--- src/rtl/air_pkg.sv ---
// Shared encodings for the thermostat: operating mode written by the setpoint
// editor and the actuator control state.
package air_pkg;

  typedef enum logic [1:0] {
    AIR_MANUAL = 2'b00,
    AIR_AUTO   = 2'b01,
    STOPPED    = 2'b10,
    SET_TEM    = 2'b11
  } air_state_e;

  typedef enum logic [1:0] {
    OFF  = 2'b00,
    COOL = 2'b01,
    HEAT = 2'b10,
    REST = 2'b11
  } ctrl_state_e;

endpackage

--- src/rtl/tick_timer.sv ---
// Loadable down-counter advanced by a 1 Hz enable; a load beats a same-cycle tick.
module tick_timer #(
  parameter int CNT_W = 8
) (
  input  logic             clk,
  input  logic             reset,
  input  logic             load,
  input  logic [CNT_W-1:0] value,
  input  logic             tick,
  output logic             zero
);

  logic [CNT_W-1:0] cnt_d, cnt_q;

  // NOTE: every signal assigned in always_comb gets a default first so no latch is inferred.
  always_comb begin
    cnt_d = cnt_q;
    if (load) begin
      cnt_d = value;
    end else if (tick && (cnt_q != '0)) begin
      cnt_d = cnt_q - 1'b1;
    end
  end

  // NOTE: sequential state uses non-blocking assignments so all flops update together.
  always_ff @(posedge clk) begin
    if (reset) begin
      cnt_q <= '0;
    end else begin
      cnt_q <= cnt_d;
    end
  end

  assign zero = (cnt_q == '0);

endmodule

--- src/rtl/air_actuator.sv ---
// Thermostat actuator: hysteresis control with minimum run and rest times,
// driving cooler, heater and fan enables from the setpoint and mode.
module air_actuator
  import air_pkg::*;
#(
  parameter int HYST          = 2,
  parameter int MIN_ON_TICKS  = 5,
  parameter int MIN_OFF_TICKS = 3,
  parameter int CNT_W         = 8
) (
  input  logic       clk,
  input  logic       reset,
  input  logic       tick,
  input  logic [7:0] tem_reg,
  input  logic [7:0] set_tem,
  input  logic [1:0] air_state,
  output logic       cool_on,
  output logic       heat_on,
  output logic       fan_on,
  output logic [1:0] ctrl_state
);

  ctrl_state_e      state_d, state_q;
  logic             cool_d, cool_q;
  logic             heat_d, heat_q;
  logic             fan_d, fan_q;
  logic             load;
  logic [CNT_W-1:0] load_val;
  logic             cnt_zero;

  air_state_e air_mode;
  assign air_mode = air_state_e'(air_state);

  // 9-bit arithmetic so set_tem + HYST near 255 cannot wrap.
  logic [8:0] tem9, set9, hyst9;
  logic       need_cool, need_heat, cool_done, heat_done;

  assign tem9      = {1'b0, tem_reg};
  assign set9      = {1'b0, set_tem};
  assign hyst9     = 9'(HYST);
  assign need_cool = tem9 > (set9 + hyst9);
  assign need_heat = (tem9 + hyst9) < set9;
  assign cool_done = tem9 <= set9;
  assign heat_done = tem9 >= set9;

  tick_timer #(.CNT_W(CNT_W)) u_timer (
    .clk   (clk),
    .reset (reset),
    .load  (load),
    .value (load_val),
    .tick  (tick),
    .zero  (cnt_zero)
  );

  always_comb begin
    state_d  = state_q;
    load     = 1'b0;
    load_val = '0;
    cool_d   = cool_q;
    heat_d   = heat_q;
    fan_d    = fan_q;
    if (air_mode != SET_TEM) begin
      unique case (state_q)
        OFF: begin
          if (air_mode == AIR_AUTO && need_cool) begin
            state_d  = COOL;
            load     = 1'b1;
            load_val = CNT_W'(MIN_ON_TICKS);
          end else if (air_mode == AIR_AUTO && need_heat) begin
            state_d  = HEAT;
            load     = 1'b1;
            load_val = CNT_W'(MIN_ON_TICKS);
          end
        end
        COOL: begin
          if (air_mode == STOPPED ||
              (cnt_zero && (cool_done || air_mode == AIR_MANUAL))) begin
            state_d  = REST;
            load     = 1'b1;
            load_val = CNT_W'(MIN_OFF_TICKS);
          end
        end
        HEAT: begin
          if (air_mode == STOPPED ||
              (cnt_zero && (heat_done || air_mode == AIR_MANUAL))) begin
            state_d  = REST;
            load     = 1'b1;
            load_val = CNT_W'(MIN_OFF_TICKS);
          end
        end
        REST: begin
          if (cnt_zero) state_d = OFF;
        end
        default: state_d = OFF;
      endcase
      // Outputs decode the next state so they line up with ctrl_state.
      cool_d = (state_d == COOL);
      heat_d = (state_d == HEAT);
      fan_d  = ((state_d == COOL) || (state_d == HEAT) || (air_mode == AIR_MANUAL))
               && (air_mode != STOPPED);
    end
  end

  always_ff @(posedge clk) begin
    if (reset) begin
      state_q <= OFF;
      cool_q  <= 1'b0;
      heat_q  <= 1'b0;
      fan_q   <= 1'b0;
    end else begin
      state_q <= state_d;
      cool_q  <= cool_d;
      heat_q  <= heat_d;
      fan_q   <= fan_d;
    end
  end

  assign cool_on    = cool_q;
  assign heat_on    = heat_q;
  assign fan_on     = fan_q;
  assign ctrl_state = state_q;

endmodule

--- config.mk ---
export PLATFORM = sky130hd
export DESIGN_NAME = air_actuator
export DESIGN_NICKNAME = d
export VERILOG_FILES = /design/src/rtl/air_pkg.sv /design/src/rtl/tick_timer.sv /design/src/rtl/air_actuator.sv
export SDC_FILE = /design/constraint.sdc
export NUM_CORES = 1
export LEC_CHECK = 0
export CAP_MARGIN = 20
export CORE_MARGIN = 5
export CORE_UTILIZATION = 50
export CTS_CLUSTER_SIZE = 28
export DETAILED_ROUTE_END_ITERATION = 8
export PLACE_DENSITY_LB_ADDON = 0.15
export RECOVER_POWER = 100
export REMOVE_ABC_BUFFERS = 1
export SLEW_MARGIN = 20
export SYNTH_ARGS = -nofsm -noshare
export SYNTH_HDL_FRONTEND = slang
export SYNTH_HIERARCHICAL = 1
export SYNTH_SLANG_ARGS = --single-unit
--- constraint.sdc ---
create_clock -name clk -period 4.2 [get_ports clk]
set_input_delay 0.84 -clock clk [delete_from_list [all_inputs] [get_ports clk]]
set_output_delay 0.84 -clock clk [all_outputs]
set_load 0.01 [all_outputs]
; After elaboration in Yosys (flattened, before gate mapping)
; Index checks and enable logic that the tools add are counted.
[totals]
out_inout_bits = 5
regBits = 13
wordCells = 59
inputBits = 21
[classes]
n_mux = 21
n_eq_ne = 9
n_addsub = 3
n_lt_le_gt_ge = 4
reduce_logical = 17
[op_table]
columns = operator, count
row1 = "8-bit by 2-bit adder with 9-bit output, second input constant", 2
row2 = 2-bit 2-to-1 mux, 8
row3 = 8-bit 2-to-1 mux, 2
row4 = 8-bit by 9-bit greater-than comparator with 1-bit output, 1
row5 = 9-bit by 8-bit < comparator with 1-bit output, 1
row6 = 3-bit 2-to-1 mux, 3
row7 = 3-bit one-hot mux with 3 select lines, 1
row8 = "2-bit == test, second input constant", 4
row9 = 8-bit >= comparator, 1
row10 = 8-bit less-or-equal comparator, 1
row11 = 8-bit logical NOT, 1
row12 = 2-bit one-hot mux with 4 select lines, 1
row13 = 8-bit nonzero test, 1
row14 = "8-bit by 1-bit subtractor with 8-bit output, second input constant", 1
row15 = "2-bit by 1-bit == test with 1-bit output, second input constant", 3
row16 = 1-bit logical AND, 6
row17 = 1-bit logical OR, 6
row18 = 1-bit 2-to-1 mux, 5
row19 = 2-bit logical NOT, 2
row20 = "2-bit != test, second input constant", 2
row21 = 1-bit one-hot mux with 3 select lines, 1
row22 = 2-bit nonzero test, 1

; Logic depth before layout (Yosys ltp)
; Gate-level depths: netlist of run 1.
[logic_depth]
depth_word = 11
mapped_depth = 15
mapped_depth_nobuf = 14

; Cells and area by module
; Netlist of run 1, hierarchy kept.
[by_module_without_submodules]
columns = module, area_per_inst_um2, seq_area_each_um2, cells_per_inst, instances
row1 = air_actuator, 1089.8, 100.1, 145, 1
row2 = tick_timer, 515.5, 160.2, 59, 1

; Least setup slack after synthesis of run 1
; No wires, ideal clock.
[synth_timing]
path_type = input -> register
startpoint = in set_tem[1]
endpoint = reg u_timer.cnt_q[1]
arrival_time_ns = 3.318
t_required_ns = 4.066
n_path_buf = 1
path_slack_ns = 0.748
path_stages = 15
setup_ns = 0.134
path_cell_list = ha_1 -> and3_1 -> nand3_1 -> xnor2_1 -> ha_1 -> nand4_1 -> o21ai_2 -> a31o_1 -> or2_1 -> a21oi_1 -> a31o_2 -> clkbuf_1 -> clkinv_1 -> nand4b_1 -> o211ai_1
[synth_via]
elab_chain_cells = 8
elab_cells_between_ends = 26
classes_between = 1 x add/sub / 4 x order compare / 12 x mux / 9 x reduce/logical
[synth_lines]
columns = element, line_no
row1 = start: declaration, air_actuator.sv:15  ; input logic [7:0] set_tem,
row2 = branches (longest 5 deep; another with 8-bit by 2-bit adder with 9-bit output), -
row3 = 1-bit one-hot mux with 3 select lines *, air_actuator.sv:63  ; unique case (state_q)
row4 = 1-bit 2-to-1 mux *, air_actuator.sv:62  ; if (air_mode != SET_TEM) begin
row5 = via load, air_actuator.sv:27  ; logic load;
row6 = 8-bit 2-to-1 mux / 2-bit nonzero test (equally long branches), -
row7 = end signal: assignment, tick_timer.sv:30  ; cnt_q <= cnt_d;
row8 = end: declaration, tick_timer.sv:13  ; logic [CNT_W-1:0] cnt_d, cnt_q;
; Mark *: on every way through the listed nets, which the timed path passes.
; A chain may end at the register's enable or synchronous reset.

; Final worst setup path of run 1
[layout_timing]
startpoint = in set_tem[1]
endpoint = reg u_timer.cnt_q[4]
; Same word-level chain as after synthesis.

==> results of run 1 <==
## layer usage
layer  up-vias  share of wire  track usage
li1        816              -            -
met1       719           0.51       0.2655
met4         0         0.0056      0.03807
met3         4          0.039      0.03710
met2        32           0.45       0.2946
met5         -              0            0
## Yosys cell counts, types with 2 or more instances
| master | count |
|---|---|
| a311oi_1 | 3 |
| xor2_1 | 3 |
| or4_2 | 2 |
| nand3_1 | 6 |
| or3_2 | 2 |
| and3_1 | 3 |
| inv_1 | 18 |
| a211oi_1 | 2 |
| nor3b_1 | 3 |
| o211ai_1 | 3 |
| or4_1 | 2 |
| ha_1 | 27 |
| o31ai_1 | 2 |
| a211oi_2 | 2 |
| nand4_1 | 2 |
| a21oi_1 | 17 |
| nor3_1 | 4 |
| dfxtp_1 | 13 |
| nand2_1 | 16 |
| nor2_1 | 20 |
| o21ai_0 | 7 |
| nand2b_1 | 2 |
| o22ai_1 | 2 |
| xnor2_1 | 10 |
## power by group
part           internal [mW]  leakage (nW)  switching, mW
sequential             0.166         0.107         0.0475
clock                 0.0369        0.0150         0.0432
combinational          0.218         0.713          0.241
## layout by cell type, fill, tap and decap left out, types with 2 or more instances in the layout
| cell type | n |
|---|---|
| ha_1 | 27 |
| nor2_1 | 20 |
| clkdlybuf4s50_1 | 19 |
| inv_1 | 18 |
| a21oi_1 | 17 |
| nand2_1 | 16 |
| dfxtp_1 | 13 |
| xnor2_1 | 10 |
| o21ai_0 | 7 |
| nand3_1 | 6 |
| dlygate4sd3_1 | 6 |
| conb_1 | 5 |
| nor3_1 | 4 |
| clkbuf_4 | 4 |
| o211ai_1 | 3 |
| a311oi_1 | 3 |
| and3_1 | 3 |
| xor2_1 | 3 |
| a211oi_1 | 3 |
| nor3b_1 | 3 |
| nand4_1 | 2 |
| nand2b_1 | 2 |
| o22ai_1 | 2 |
| o31ai_1 | 2 |
| buf_4 | 2 |
| or4_2 | 2 |
| or4_1 | 2 |
| or3_2 | 2 |
## flip-flops by register name, summed over array words and instances, names as in the netlist
signal,count
cool_on,1
fan_on,1
ctrl_state,2
heat_on,1
u_timer/cnt_q,8
## cells by family (layout without fill, tap and decap cells)
family                   count (synthesis)  count (layout)
AND/OR/NAND/NOR                         74              74
AO/OA/AOI/OAI                           53              53
adder cells (fa/ha/maj)                 27              27
buffers and inverters                   22              51
XOR/XNOR                                13              13
flip-flops                              13              13
other                                    1               5
multiplexers                             1               1
## layout make-up
| cell class | instances | area [sq um] | area share |
|---|---|---|---|
| inverter | 19 | 71.32 | 0.03656 |
| multi-input combinational | 173 | 1265 | 0.6485 |
| timing repair buffer | 28 | 272.8 | 0.1398 |
| tap | 44 | 55.05 | 0.02822 |
| sequential | 13 | 260.3 | 0.1334 |
| clock buffer | 4 | 26.28 | 0.01347 |
## path summary, 6_finish.rpt
kind         cells after the start  slack, ns               end              from
max reg2reg                     10       1.46            fan_on  u_timer/cnt_q[2]
max                             14       0.30  u_timer/cnt_q[4]        set_tem[1]
min                              2       0.45           heat_on           heat_on
min reg2reg                      2       0.45           heat_on           heat_on
## worst max-delay path, stage by stage
cell and delay, ns:
dlygate4sd3_1 0.61, ha_1 0.25, and3_1 0.21, xnor2_1 0.13, ha_1 0.30, nor3_1 0.20, nor2_1 0.07, o22ai_1 0.21
or2_1 0.17, a21oi_1 0.09, a31o_2 0.25, buf_4 0.17, or3_2 0.47, a21oi_1 0.13
==> run summary, run 1 <==
Syn Inst Count: 204
vias post-DR: 1571
WHS: 0.4499 ns
Final Setup Violations: 0
CTS clk-pin slew, worst paths: 0.07 ns
fmax: 256.6 MHz
Final HPWL DP: 3122 um
WP data required: 4.40 ns
Placed Instance Area: 1936 sq um
post-synthesis cell area: 1605 sq um
I/O pins: 26
largest net degree at the start of global routing: 18
initial antenna violation count: 0
fin crit period: 3.897 ns
post-place setup slack: 0.1114 ns
CTS H-Tree Depth: 1
Netlist cell types: 57
GRT overflow: 0
vias in the first global route: 1483
Clock Skew: 0.007476 ns
largest family of logic cells by synthesized area: simple AND/OR/NAND/NOR gates
post-route cell area: 1951 sq um
simple-gate share of the synthesized area: 0.2494
initial detailed-routing violation count: 94
Post-Synth Adder-Cell Area: 0.2104
# resized after CTS: 0
Finished Layout Cells: 281
Post-synth EDFFs: 0
Worst Tran Pin Value: 0.7028 ns
Rel. slew slack: 0.5271
Power Dens Cells: 386.1 nW/um^2
setup TNS: 0 ns
die width: 66.66 um
Leak: 0.8347 nW
vias per cell: 5.591
post-route setup slack: 0.3026 ns
Layout fillers: 276
Total Wirelength: 3773 um
DRC: 0
Most used DFF post-synth: dfxtp_1
DRT antenna net count: 0
clk buf depth: 2
Worst Setup Start Kind: input port
fraction of registers with async set/reset: 0
max_cap viols: 0
final design utilization: 0.6337
sequential area share after synthesis: 0.1621
Pre-Repair DR Iteration Count: 4
Worst Path Max Fanout: 10
row cnt: 20
CTS tree: done
GRT Overall Usage: 0.1882
die span in y: 66.66 um
port bufs: 25
RSZ-0062 raised after global routing: no
share of layout cells above drive strength 1: 0.08861
syn_area_per_cell: 7.869 sq um
largest area contributor in the synthesized netlist: ha_1
initial core utilization: 0.5215
hold_buf cts: 0
clock root buffer: clkbuf_4
final hold violation count: 0
Final Cycle Share: 0.9279
compound-gate portion of the synthesized area: 0.2463
status: complete, no violations
cts bufs inserted: 3
Pwr Total: 0.7531 mW
Sink Count: 13
GP Congestion: 0.8471
Post-Place Cells: 277
Post CTS Setup Buffer Count: 0
Worst Setup Path Type: in -> reg
WL per Instance: 13.43 um
final net count: 286
max-slew violation count: 0
critical path data arrival time: 4.10 ns
die area: 4444 sq um
Syn-to-layout area delta: 21.51%
Clk Latency, worst-skew pair: 0.28 ns
worst hold path class: reg -> reg
Synth Area in XOR/XNOR: 0.07093
core area: 3078 sq um
Yosys warnings: 6
first-pass GRT wire length: 6548 um
leading post-synthesis cells by cell area: ha_1 21%, dfxtp_1 16%, xnor2_1 5.5%, a21oi_1 5.3%, nor2_1 4.7%
mux cell area share after synthesis: 0.006235
VDD IR max: 0.1974 mV
nature of the critical path endpoint: register
top-area cell type share of the netlist area: 0.2104
n_diodes: 0
synthesized flop and latch total: 13
Power figures use the tool's default switching activity.
==> run 2: changes to the inputs <==
--- a/config.mk
+++ b/config.mk
@@ -13,6 +13,7 @@
 export PLACE_DENSITY_LB_ADDON = 0.15
 export RECOVER_POWER = 100
 export REMOVE_ABC_BUFFERS = 1
+export SKIP_LAST_GASP = 1
 export SLEW_MARGIN = 20
 export SYNTH_ARGS = -nofsm -noshare
 export SYNTH_HDL_FRONTEND = slang
==> results of run 2 <==
The final DEF is identical to that of run 1; final timing and power are the same.
==> run 3: changes to the inputs <==
==> constraint.sdc (replaced) <==
create_clock -name clk -period 3.6 [get_ports clk]
set_input_delay 0.72 -clock clk [delete_from_list [all_inputs] [get_ports clk]]
set_output_delay 0.72 -clock clk [all_outputs]
set_load 0.01 [all_outputs]
==> run summary, run 3 (synthesis results as in run 1) <==
HP Start: heat_on
Worst Path Max Fanout: 4 (-6)
vias per cell: 5.463 (-2.3%)
Worst Reg-to-Reg Cells: 10 (unchanged)
die area: 4444 sq um (unchanged)
I/O pins: 26 (unchanged)
max-slew violation count: 0 (unchanged)
VDD IR max: 0.2894 mV (+47%)
vias in the first global route: 1582 (+6.7%)
Syn-to-layout area delta: 37.96%
Critical R2R Launch: u_timer/cnt_q[2]
Total Wirelength: 4108 um (+8.9%)
Final Setup Violations: 0 (unchanged)
Pre-Repair DR Iteration Count: 4 (unchanged)
fmax: 285.1 MHz
fin crit period: 3.507 ns
Final HPWL DP: 3259 um (+4.4%)
nature of the critical path endpoint: register
first-pass GRT wire length: 6941 um (+6.0%)
CTS tree: done
Clock Skew: 0.002262 ns (-0.005214 ns)
FF-to-FF End: fan_on
WL per Instance: 13.21 um (-1.6%)
Worst Tran Pin Value: 0.6589 ns (-0.04392 ns)
Clk Latency, worst-skew pair: 0.28 ns (about the same)
DRC: 0 (unchanged)
cts bufs inserted: 3 (unchanged)
final design utilization: 0.7195 (+0.08577)
DRT antenna net count: 0 (unchanged)
core area: 3078 sq um (unchanged)
row cnt: 20 (unchanged)
WHS: 0.4548 ns (+0.004825 ns)
WHS Path Cells: 2 (unchanged)
commonest cells after routing, fill and taps aside: 33 x buf_4, 26 x ha_1, 20 x nor2_1
most common cell after layout, fill and taps aside: buf_4
share of layout cells above drive strength 1: 0.2135 (+0.1249)
port bufs: 25 (unchanged)
die width: 66.66 um (unchanged)
WP data required: 3.80 ns (-0.60 ns)
clock root buffer: clkbuf_4
Most flops, register: u_timer/cnt_q
Largest register FFs: 8 (unchanged)
final net count: 316 (+10%)
die span in y: 66.66 um (unchanged)
n_diodes: 0 (unchanged)
max_cap viols: 0 (unchanged)
Worst Setup Path Type: in -> reg
Leak: 0.9979 nW (+20%)
Hold Path Sink: heat_on
CTS H-Tree Depth: 1 (unchanged)
initial antenna violation count: 0 (unchanged)
status: complete, no violations
Rel. slew slack: 0.5567 (+0.02955)
vias post-DR: 1699 (+8.1%)
GRT overflow: 0 (unchanged)
GP Congestion: 0.9516 (+12%)
largest net degree at the start of global routing: 15 (-3)
clk buf depth: 2 (unchanged)
worst hold path class: reg -> reg
final hold violation count: 0 (unchanged)
initial core utilization: 0.5215 (unchanged)
CTS clk-pin slew, worst paths: 0.08 ns (about the same)
GRT Overall Usage: 0.1989 (+0.01079)
worst reg2reg setup slack: 0.93 ns (-0.53 ns)
Worst Setup Start Kind: input port
Final Cycle Share: 0.9742
Sink Count: 13 (unchanged)
critical path data arrival time: 3.71 ns (-0.39 ns)
RSZ-0062 raised after global routing: yes
Power Dens Cells: 417.5 nW/um^2 (+8.1%)
initial detailed-routing violation count: 90 (-4.3%)
hold_buf cts: 0 (unchanged)
-- run 3: changes by cell type in the layout (fill, tap and decap cells not counted), sizes merged --
cell / previous run / this run
clkdlybuf4s50: 19 / 18
buf: 2 / 33
dlymetal6s2s: 0 / 1
dlygate4sd3: 6 / 5
clkbuf: 5 / 4
dlygate4sd2: 0 / 1
-- run 3: worst max path at each step --
stage | from | to | depth (start not counted)
floorplan | set_tem[1] | u_timer/cnt_q[1] | 12
global placement | set_tem[1] | u_timer/cnt_q[1] | 14
detailed placement | set_tem[2] | u_timer/cnt_q[1] | 14
CTS | set_tem[1] | u_timer/cnt_q[1] | 14
global route | set_tem[3] | u_timer/cnt_q[1] | 13
finish | set_tem[3] | u_timer/cnt_q[1] | 13
-- run 3: per-layer routing --
layer  vias to the layer above  global-route usage  part of all wire
met4                         0             0.02284            0.0075
li1                        871                   -                 -
met2                        46              0.3181              0.46
met5                         -                   0                 0
met1                       776              0.2824              0.49
met3                         6             0.03879             0.047
-- run 3: where the power goes --
part	internal, mW	switching (mW)
registers	0.193	0.0540
logic	0.291	0.292
clock network	0.0431	0.0515
-- run 3: critical path, stage by stage --
cell and delay, ns:
clkdlybuf4s50_1 0.53, inv_1 0.12, nor3_4 0.24, xnor2_1 0.14, ha_1 0.27, a22oi_1 0.18, nand2_1 0.08, o22ai_2 0.16
or2_1 0.14, a21oi_1 0.08, a31o_2 0.25, or4_2 0.68, o211ai_1 0.13
-- run 3: stage by stage --
| step | total power [mW] | setup slack (ns) | std cells | area, sq um | TNS (ns) |
|---|---|---|---|---|---|
| after floorplan | 0.6344 | 0.3694 | 205 | 1608 | 0 |
| after global placement | 0.8139 | -0.1904 | 306 | 2153 | -0.7137 |
| after detailed placement | 0.8193 | -0.2568 | 306 | 2153 | -1.427 |
| after CTS | 0.9170 | 0.01213 | 310 | 2178 | 0 |
| after global routing | 1.013 | -0.03771 | 311 | 2215 | -0.05469 |
| final | 0.9245 | 0.09287 | 311 | 2215 | 0 |
-- run 3: layout make-up --
type | count | area, sq um
sequential | 13 | 260.3
timing repair buffer | 58 | 499.2
multi-input combinational | 173 | 1303
clock buffer | 4 | 26.28
fill | 270 | 863.3
tap | 44 | 55.05
inverter | 19 | 71.32
-- run 3: what timing repair did --
action | in CTS | in global routing
endpoints found under the hold margin | 0 | 0
buffers inserted | 0 | 1
gates resized for setup | 1 | 6
pin swaps | 0 | 2
setup endpoints to repair | 1 | 7
